$ cat src/rtl/imem_loader_pkg.sv
// imem_loader_pkg: shared constants and state encoding for the Mips16 program loader.
//   DEPTH      instruction-memory capacity in 16-bit words (shared with the IF stage)
//   CNT_W      word-counter width, wide enough to hold DEPTH
//   RUN_W      run-length counter width
//   PCRST_CYC  cycles for which the core's pc_reset is held high
package imem_loader_pkg;
    localparam int DEPTH     = 256;
    localparam int CNT_W     = 9;
    localparam int RUN_W     = 16;
    localparam int PCRST_CYC = 2;
    localparam int PC_W      = $clog2(PCRST_CYC + 1);

    typedef enum logic [2:0] {
        LD_IDLE  = 3'd0,
        LD_LOAD  = 3'd1,
        LD_PCRST = 3'd2,
        LD_RUN   = 3'd3,
        LD_DONE  = 3'd4
    } ld_state_e;
endpackage

$ cat src/rtl/imem_loader_up_down_counter.sv
// up_down_counter: loadable counter that counts one way and saturates instead of wrapping.
//   clk, reset  clock and synchronous active-high reset (count -> 0)
//   load        load_val is taken this cycle (wins over en)
//   en          count one step toward the saturation limit
//   count       current value; UP=1 saturates at all-ones, UP=0 saturates at zero
module up_down_counter #(
    parameter int W  = 8,
    parameter bit UP = 1'b1
) (
    input  logic         clk,
    input  logic         reset,
    input  logic         load,
    input  logic [W-1:0] load_val,
    input  logic         en,
    output logic [W-1:0] count
);
    always_ff @(posedge clk) begin
        if (reset)
            count <= '0;
        else if (load)
            count <= load_val;
        else if (en && (UP ? count != '1 : count != '0))
            count <= UP ? count + 1'b1 : count - 1'b1;
    end
endmodule

$ cat src/rtl/imem_loader.sv
// imem_loader: host-side program loader and run controller for the Mips16 core.
//   start/run_len                       begin a load (IDLE/DONE only), latching the run length
//   host_valid/host_data/host_last      instruction stream in; host_ready accepts it
//   core_din/core_wen                   instruction-memory write port, one cycle after accept
//   core_pc_reset/core_rd_en/core_dout  core PC reset, run enable and write-back data
//   word_count/result/busy/done/ovf     status: words written, captured dout, phase, overflow
module imem_loader
    import imem_loader_pkg::*;
(
    input  logic             clk,
    input  logic             reset,
    input  logic             start,
    input  logic [RUN_W-1:0] run_len,
    input  logic             host_valid,
    input  logic [15:0]      host_data,
    input  logic             host_last,
    output logic             host_ready,
    output logic [15:0]      core_din,
    output logic             core_wen,
    output logic             core_pc_reset,
    output logic             core_rd_en,
    input  logic [15:0]      core_dout,
    output logic [CNT_W-1:0] word_count,
    output logic [15:0]      result,
    output logic             busy,
    output logic             done,
    output logic             ovf
);
    ld_state_e        state, next;
    logic [PC_W-1:0]  pc_cnt;
    logic [RUN_W-1:0] run_cnt;
    logic             go, accept, full, last_word;

    assign host_ready = state == LD_LOAD;
    assign go         = start && (state == LD_IDLE || state == LD_DONE);
    assign accept     = host_valid && host_ready;
    // The accept that fills the memory ends the load even without host_last.
    assign full       = word_count == CNT_W'(DEPTH - 1);
    assign last_word  = accept && (host_last || full);

    // Control strobes decode straight from the state register, so they drop on the
    // first edge that sees reset and cannot pulse while it is held.
    assign core_pc_reset = state == LD_PCRST;
    assign core_rd_en    = state == LD_RUN;
    assign busy          = state == LD_LOAD || state == LD_PCRST || state == LD_RUN;
    assign done          = state == LD_DONE;

    up_down_counter #(.W(CNT_W), .UP(1'b1)) u_word_cnt (
        .clk     (clk),
        .reset   (reset),
        .load    (go),
        .load_val('0),
        .en      (accept),
        .count   (word_count)
    );

    up_down_counter #(.W(RUN_W), .UP(1'b0)) u_run_cnt (
        .clk     (clk),
        .reset   (reset),
        .load    (go),
        .load_val(run_len),
        .en      (state == LD_RUN),
        .count   (run_cnt)
    );

    always_ff @(posedge clk) begin
        if (reset)
            state <= LD_IDLE;
        else
            state <= next;
    end

    always_comb begin
        next = state;
        unique case (state)
            LD_IDLE, LD_DONE: next = go ? LD_LOAD : state;
            LD_LOAD:          next = last_word ? LD_PCRST : state;
            LD_PCRST:         next = pc_cnt != PC_W'(PCRST_CYC - 1) ? state :
                                     run_cnt == '0 ? LD_DONE : LD_RUN;
            LD_RUN:           next = run_cnt <= RUN_W'(1) ? LD_DONE : state;
            default:          next = LD_IDLE;
        endcase
    end

    always_ff @(posedge clk) begin
        if (reset) begin
            core_din <= '0;
            core_wen <= 1'b0;
            result   <= '0;
            ovf      <= 1'b0;
            pc_cnt   <= '0;
        end else begin
            core_wen <= accept;
            if (accept)
                core_din <= host_data;
            pc_cnt <= state == LD_PCRST ? pc_cnt + 1'b1 : '0;
            if (go)
                ovf <= 1'b0;
            else if (accept && !host_last && full)
                ovf <= 1'b1;
            // run_cnt==1 marks the final RUN cycle.
            if (state == LD_RUN && run_cnt == RUN_W'(1))
                result <= core_dout;
        end
    end
endmodule

$ cat config.mk
export PLATFORM = sky130hd
export DESIGN_NAME = imem_loader
export DESIGN_NICKNAME = d
export VERILOG_FILES = /design/src/rtl/imem_loader_pkg.sv /design/src/rtl/imem_loader_up_down_counter.sv /design/src/rtl/imem_loader.sv
export SDC_FILE = /design/constraint.sdc
export NUM_CORES = 1
export LEC_CHECK = 0
export ABC_AREA = 1
export ABC_CLOCK_PERIOD_IN_PS = 4900
export CAP_MARGIN = 20
export CORE_MARGIN = 2
export CORE_UTILIZATION = 45
export CTS_CLUSTER_SIZE = 8
export DETAILED_ROUTE_END_ITERATION = 16
export GPL_TIMING_DRIVEN = 0
export PLACE_DENSITY = 0.84
export SLEW_MARGIN = 20
export SYNTH_ARGS = -nofsm -noshare
export SYNTH_HDL_FRONTEND = slang
export SYNTH_HIERARCHICAL = 1
export SYNTH_SLANG_ARGS = --single-unit
$ cat constraint.sdc
create_clock -name clk -period 4.9 [get_ports clk]
set_input_delay 0.98 -clock clk [delete_from_list [all_inputs] [get_ports clk]]
set_output_delay 0.98 -clock clk [all_outputs]
set_load 0.1 [all_outputs]
; ---- Word level (Yosys, flattened, before mapping)
; Index checks and enable logic that the tools add are counted.
[op_classes]
reduce_logical = 21
n_eq_ne = 12
addsub = 3
mux = 8
n_lt_le_gt_ge = 1
n_bitwise = 1
[ops]
columns = cell, n
row1 = two-way mux 16 bit, 2
row2 = equality test 16 x 1 -> 1 bit (second input constant), 1
row3 = <= comparator 16 x 1 -> 1 bit (second input constant), 1
row4 = zero test 16 bit, 1
row5 = nonzero test 16 bit, 1
row6 = subtractor 16 x 1 -> 16 bit (second input constant), 1
row7 = two-way mux 3 bit, 5
row8 = case mux 3 bit (4 select lines), 1
row9 = adder 9 x 1 -> 9 bit (second input constant), 1
row10 = equality test 9 x 8 -> 1 bit (second input constant), 1
row11 = != test 9 bit (second input constant), 1
row12 = logical AND 1 bit, 8
row13 = equality test 3 x 2 -> 1 bit (second input constant), 2
row14 = != test 2 bit (second input constant), 3
row15 = OR reduction 2 bit, 3
row16 = logical OR 1 bit, 4
row17 = != test 2 x 1 -> 1 bit (second input constant), 2
row18 = AND reduction 4 bit, 1
row19 = equality test 3 x 1 -> 1 bit (second input constant), 1
row20 = equality test 3 bit (second input constant), 1
row21 = zero test 3 bit, 1
row22 = adder 2 x 1 -> 2 bit (second input constant), 1
row23 = nonzero test 2 bit, 1
row24 = zero test 1 bit, 1
row25 = NOT 1 bit, 1
[totals]
output_inout_bits = 48
reg_bits = 64
input_bits = 53
wordCells = 54

; ---- Logic depth before layout (Yosys ltp)
; Gate-level depths: netlist of the first run.
[depth]
ltp_word = 5
depth_mapped = 12
ltp_nobuf = 12

; ---- Modules after synthesis
; Netlist of the first run, hierarchy kept.
[modules_own_cells]
columns = mod, instances, seq_area_each_um2, cells_each, area_per_inst_um2
row1 = imem_loader, 1, 780.7, 220, 1654.1
row2 = up_down_counter at u_run_cnt, 1, 320.3, 195, 1167.4
row3 = up_down_counter at u_word_cnt, 1, 180.2, 86, 585.6

; ---- Least setup slack after synthesis of the first run
; No wires, ideal clock.
[synth_timing]
path_kind = register to output
start = register state[1]
end = output done
stages_incl_launch_ff = 4
arrival_time_ps = 1951
t_required_ps = 3920
slack_ps = 1969
path_cell_list = dfxtp_1 nor2_1 inv_1 nor2_1
[synth_via]
elab_chain_len = 1
[synth_rtl]
columns = element, line
row1 = "start, declared", imem_loader.sv:29  ; ld_state_e state, next;
row2 = "start signal, assigned", imem_loader.sv:70  ; state <= next;
row3 = equality test 3 bit, imem_loader.sv:46  ; assign done = state == LD_DONE;
row4 = "end, declared", imem_loader.sv:26  ; output logic done,
; Every way passes these cells.

; ---- Final worst setup path of the first run
; Same ends and word-level chain as after synthesis.

==> impl_metrics.csv, run 1 <==
group,metric,value,unit
timing,rsz0062_at_grt,"no",
timing,slew_headroom,33.2,%
drt,drc,0,
clock_network,tritoncts,"done",
setup_path,slowest_stage,"clkdlybuf4s50_1",
grt,grt_max_degree,12,
floorplan,coreArea,0.00729,mm^2
place,port_buffers,100,
layout,nets,677,
clock_network,cts-resized-gates,0,
setup_path,cpPeakStageDelay,1150,ps
setup_path,worstPathCellList,"nor2_1, inv_1, nor2_1, clkdlybuf4s50_1",
drt,via_per_inst,4.96,
synth,syn_area_per_cell,6.80,um^2
place,gp_congestion,0.878,
synth,yosys_warnings,6,
clock_network,numCtsBuffers,9,
drt,ant_nets,0,
clock_network,post_cts_buffers,0,
grt,grt-ovfl-total,0,
power_and_ir_drop,p_leak,1.98,nW
clock_network,clk_latency,340,ps
timing,min_period_over_period,68.3,%
drt,detail_route.wl_per_cell,12.3,um
timing,finalSetupTns,0,ps
floorplan,placement_rows,31,
timing,fin_skew,8.48,ps
grt,track_usage,21.8,%
clock_network,clock-sinks,64,
clock_network,root_buffer,"clkbuf_8",
floorplan,dieArea,0.00828,mm^2
drt,topRoutingLayerUsed,"met4",
drt,wl_met2,4470,um
timing,setup_violations,0,
grt,grt_pass1_vias,3357,
drt,drtIter0Drc,118,
timing,fin_ws,1560,ps
layout,area_growth,40.7,%
outcome,status,"finished clean",
floorplan,start_util,46.7,%
timing,worst_pin_slew,999,ps
synth,synthDistinctLibCells,40,
clock_network,ctsHoldBuffers,0,
setup_path,cp.required,3920,ps
timing,final.min_clock_period,3340,ps
floorplan,num_io_pins,101,
floorplan,fp.dieW,91.0,um
clock_network,cts.reportedPaths.clkPinSlew,70,ps
setup_path,cp_max_fo,5,
power_and_ir_drop,ir_drop,0.000533,V
layout,fillCellCount,645,
run,drv_cap,0,
timing,fmax,299,MHz
setup_path,crit_arrival,2360,ps
drt,first_pass_iters,4,
drt,met1_length,3690,um
drt,drt-total-wl,8940,um
clock_network,cts_buffer_depth,2,
place,pre_cts_ws,1900,ps
setup_path,worst_setup_path_start_kind,"flop",
worst_hold_path,min_path_type,"reg -> reg",
timing,finalHoldViolations,0,
layout,layout_common_cells,"104 x nand2_1, 100 x clkdlybuf4s50_1, 96 x nor2_1",
floorplan,die_h,91.0,um
power_and_ir_drop,total_power,0.00304,W
setup_path,endpoint_kind,"output port",
synth,yosysSeqAreaShare,37.6,%
clock_network,htreeDepth,3,
synth,syn_inst,501,
synth,synth-seq-cells,64,
layout,layout_commonest_cell,"nand2_1",
layout,drive_gt1_share,9.60,%
setup_path,rrSetupSlack,2760,ps
timing,slew_violations,0,
drt,wl_met3,582,um
setup_path,crit_top_cell,"nor2_1",
drt,vias,3589,
synth,synth_area,0.00341,mm^2
place,post-dp-hpwl,6720,um
grt,antenna_found_initial,0,
power_and_ir_drop,power_density,633,mW/mm^2
layout,n_antenna_cell,0,
grt,grt_pass1_wl,14800,um
setup_path,path_class,"reg -> out",
[worst paths after layout]
kind | start | end | cells past startpoint
max | state[1] | done | 4
min | pc_cnt[0] | pc_cnt[0] | 1
max reg2reg | state[1] | u_run_cnt/count[6] | 9
min reg2reg | pc_cnt[0] | pc_cnt[0] | 1
[layout make-up]
class                   count  area [um^2]  share of cell area (%)
plain buffers              17          136                    2.85
clock buffers              11          151                    3.16
clock inverters             5         78.8                    1.64
inverters                  54          210                    4.39
multi-input cells         374         1810                    37.8
flip-flops and latches     64         1280                    26.7
well taps                  99          124                    2.58
repair buffers            100         1000                    20.9
[sequential cells by signal (all words and copies together), names as in the netlist]
register,flops
u_run_cnt/count,16
state,3
core_din,16
result,16
pc_cnt,2
core_wen,1
u_word_cnt/count,9
ovf,1
[Yosys cell counts]
master | count | area (um^2)
nand2_2 | 5 | 31.3
o21bai_1 | 4 | 30.0
nand3_1 | 29 | 145
inv_4 | 1 | 6.26
a21oi_2 | 1 | 8.76
a22oi_1 | 1 | 7.51
nor3_4 | 1 | 16.3
nor3_1 | 4 | 20.0
a31oi_1 | 4 | 25.0
inv_6 | 1 | 8.76
conb_1 | 1 | 3.75
xnor2_1 | 2 | 17.5
nor2_1 | 96 | 360
a21oi_4 | 1 | 16.3
nor2_2 | 8 | 50.1
buf_8 | 2 | 30.0
ha_1 | 4 | 50.1
nand4_1 | 3 | 18.8
clkbuf_4 | 1 | 7.51
inv_2 | 2 | 7.51
o22ai_1 | 1 | 6.26
o21ai_0 | 35 | 175
nand2_4 | 4 | 45.0
buf_6 | 5 | 56.3
o21ai_2 | 1 | 8.76
o21ai_1 | 15 | 75.1
nand3_4 | 1 | 17.5
a21oi_1 | 27 | 135
dfxtp_1 | 64 | 1280
nand3_2 | 2 | 20.0
buf_1 | 1 | 3.75
buf_2 | 4 | 20.0
xor2_1 | 3 | 26.3
o21a_1 | 1 | 7.51
nor2_4 | 3 | 33.8
inv_1 | 50 | 188
buf_4 | 1 | 7.51
clkbuf_1 | 3 | 11.3
nand3b_1 | 5 | 37.5
nand2_1 | 104 | 390
[per-stage QoR]
| stage | area, um^2 | std cells | util, % | hold slack [ps] |
|---|---|---|---|---|
| floorplan | 3440 | 509 | - | 398 |
| global placement | 4560 | 708 | 62.6 | 405 |
| detailed placement | 4560 | 708 | 62.6 | 426 |
| CTS | 4790 | 724 | 65.7 | 437 |
| global route | 4790 | 724 | 65.7 | 452 |
| finish | 4790 | 724 | 65.7 | 436 |
[critical path: cells and delay by family (launching register included)]
kind,cells,cell delay (ps)
buf+inv,2,1270
flops,1,360
simple gates,2,390
[kinds of logic (layout without fill, tap and decap cells)]
family                     after synthesis  count (layout)  synth area share (%)
AOI/OAI and AO/OA                       91              91                  14.5
xor gates and xnor gates                 5               5                  1.29
adders and majority gates                4               4                  1.47
buffers and inverters                   71             187                  10.2
DFF                                     64              64                  37.6
other                                    1               9                 0.110
and+or+nand+nor                        265             265                  34.8
[per-layer routing]
layer	GRT usage, %	vias to the layer above
li1	-	1834
met1	23.7	1621
met2	39.1	114
met5	0	-
met4	7.07	0
met3	7.97	20
[power breakdown]
| part | leakage, nW | switching [W] | internal (W) |
|---|---|---|---|
| Combinational | 1.33 | 0.00124 | 0.000510 |
| Clock | 0.119 | 0.000203 | 0.000313 |
| Sequential | 0.522 | 0.000133 | 0.000636 |
| Total | 1.98 | 0.00158 | 0.00146 |
Power figures use the tool's default switching activity.
==> run 2: changes to the inputs <==
--- a/config.mk
+++ b/config.mk
@@ -6,7 +6,7 @@
 export NUM_CORES = 1
 export LEC_CHECK = 0
 export ABC_AREA = 1
-export ABC_CLOCK_PERIOD_IN_PS = 4900
+export ABC_CLOCK_PERIOD_IN_PS = 3100
 export CAP_MARGIN = 20
 export CORE_MARGIN = 2
 export CORE_UTILIZATION = 45
==> constraint.sdc (replaced) <==
create_clock -name clk -period 3.1 [get_ports clk]
set_input_delay 0.62 -clock clk [delete_from_list [all_inputs] [get_ports clk]]
set_output_delay 0.62 -clock clk [all_outputs]
set_load 0.1 [all_outputs]
==> impl_metrics.csv, run 2 (synthesis gave the netlist of run 1 again) <==
group,metric,value,unit
layout,reg.largest.list,"core_din (16), result (16), u_run_cnt/count (16)",
layout,nets,677,
timing,setup_violations,0,
layout,layout_common_cells,"104 x nand2_1, 99 x clkdlybuf4s50_1, 96 x nor2_1",
setup_path,worst_setup_path_start_kind,"flop",
clock_network,cts_buffer_depth,2,
outcome,status,"finished clean",
place,gp_congestion,0.878,
drt,drt-total-wl,8940,um
timing,slew_headroom,33.2,%
setup_path,crit_buf_inv,1,
layout,area_growth,40.7,%
layout,drive_gt1_share,9.60,%
layout,layout_commonest_cell,"nand2_1",
drt,drtIter0Drc,118,
clock_network,htreeDepth,3,
setup_path,crit_arrival,2310,ps
drt,first_pass_iters,4,
grt,grt_pass1_vias,3357,
grt,track_usage,21.8,%
power_and_ir_drop,power_density,1000,mW/mm^2
place,port_buffers,100,
floorplan,die_h,91.0,um
timing,hold-worst-slack,436,ps
floorplan,dieArea,0.00828,mm^2
clock_network,cts-resized-gates,0,
clock_network,clk_latency,340,ps
floorplan,start_util,46.7,%
drt,via_per_inst,4.96,
grt,antenna_found_initial,0,
grt,grt_max_degree,12,
drt,drc,0,
worst_hold_path,min_path_type,"reg -> reg",
floorplan,placement_rows,31,
setup_path,slowest_stage,"clkdlybuf4s50_1",
power_and_ir_drop,ir_drop,0.000842,V
setup_path,endpoint_kind,"output port",
clock_network,numCtsBuffers,9,
setup_path,cp_max_fo,5,
timing,fin_skew,8.46,ps
timing,fmax,341,MHz
setup_path,crit_family,"buffers and inverters",
clock_network,ctsHoldBuffers,0,
timing,min_period_over_period,94.6,%
timing,rsz0062_at_grt,"no",
timing,slew_violations,0,
setup_path,cp.required,2480,ps
clock_network,cts.reportedPaths.clkPinSlew,70,ps
layout,n_antenna_cell,0,
floorplan,fp.dieW,91.0,um
power_and_ir_drop,p_leak,1.99,nW
setup_path,worstPathCellList,"nand2_1, nor2_4, clkdlybuf4s50_1",
floorplan,num_io_pins,101,
grt,grt-ovfl-total,0,
timing,worst_pin_slew,999,ps
place,post-dp-hpwl,6720,um
drt,detail_route.wl_per_cell,12.3,um
run,drv_cap,0,
setup_path,path_class,"reg -> out",
drt,vias,3589,
clock_network,clock-sinks,64,
setup_path,cpPeakStageDelay,1180,ps
timing,final.min_clock_period,2930,ps
drt,ant_nets,0,
timing,finalHoldViolations,0,
timing,finalSetupTns,0,ps
grt,grt_pass1_wl,14800,um
clock_network,tritoncts,"done",
clock_network,post_cts_buffers,0,
floorplan,coreArea,0.00729,mm^2
clock_network,root_buffer,"clkbuf_8",
==> run 2: worst register-to-register path: stages (launching register included) <==
cell,delay (ps)
dfxtp_1,360
nor2_1,280
inv_1,120
nor2_1,250
buf_2,250
inv_1,80
buf_2,190
buf_2,220
o21ai_0,200
a21oi_1,90
==> run 2: final cells by class <==
class                   count  area (um^2)
plain buffers              17          136
clock buffers              11          151
clock inverters             5         78.8
fillers                   645         2500
inverters                  54          210
multi-input cells         374         1810
flip-flops and latches     64         1280
well taps                  99          124
repair buffers            100         1000
==> run 2: path summary, 6_finish.rpt <==
path | start | cells after the start | slack (ps) | endpoint
worst max-delay path | state[1] | 3 | 170 | core_rd_en
worst min-delay path | pc_cnt[0] | 1 | 440 | pc_cnt[0]
worst max register to register | state[1] | 9 | 960 | u_run_cnt/count[6]
worst min register to register | pc_cnt[0] | 1 | 440 | pc_cnt[0]
==> run 2: metrics by stage <==
step / area (um^2) / utilization (%) / total power (W) / instances / worst slack, ps
floorplan: 3440 / - / 0.00335 / 509 / 529
global placement: 4560 / 62.6 / 0.00390 / 708 / 483
detailed placement: 4560 / 62.6 / 0.00396 / 708 / 458
CTS: 4790 / 65.7 / 0.00480 / 724 / 76.8
global route: 4790 / 65.8 / 0.00511 / 724 / 87.1
finish: 4790 / 65.8 / 0.00480 / 724 / 168
==> run 2: layer usage <==
layer | share of wire [%] | GRT usage (%)
met1 | 41 | 23.7
met2 | 50 | 39.1
met3 | 6.5 | 7.97
met4 | 2.1 | 7.07
met5 | 0 | 0
==> run 2: report_power, final <==
group | switching, W | internal [W]
combinational | 0.00196 | 0.000806
sequential | 0.000211 | 0.00100
clock | 0.000322 | 0.000495
total | 0.00249 | 0.00231
==> run 3: changes to the inputs <==
--- a/config.mk
+++ b/config.mk
@@ -10,12 +10,11 @@
 export CAP_MARGIN = 20
 export CORE_MARGIN = 2
 export CORE_UTILIZATION = 45
-export CTS_CLUSTER_SIZE = 8
 export DETAILED_ROUTE_END_ITERATION = 16
 export GPL_TIMING_DRIVEN = 0
 export PLACE_DENSITY = 0.84
-export SLEW_MARGIN = 20
 export SYNTH_ARGS = -nofsm -noshare
 export SYNTH_HDL_FRONTEND = slang
 export SYNTH_HIERARCHICAL = 1
 export SYNTH_SLANG_ARGS = --single-unit
+export TNS_END_PERCENT = 100
==> results of run 3 <==
Same layout as run 2: the final DEF is identical, and so are final timing and power.
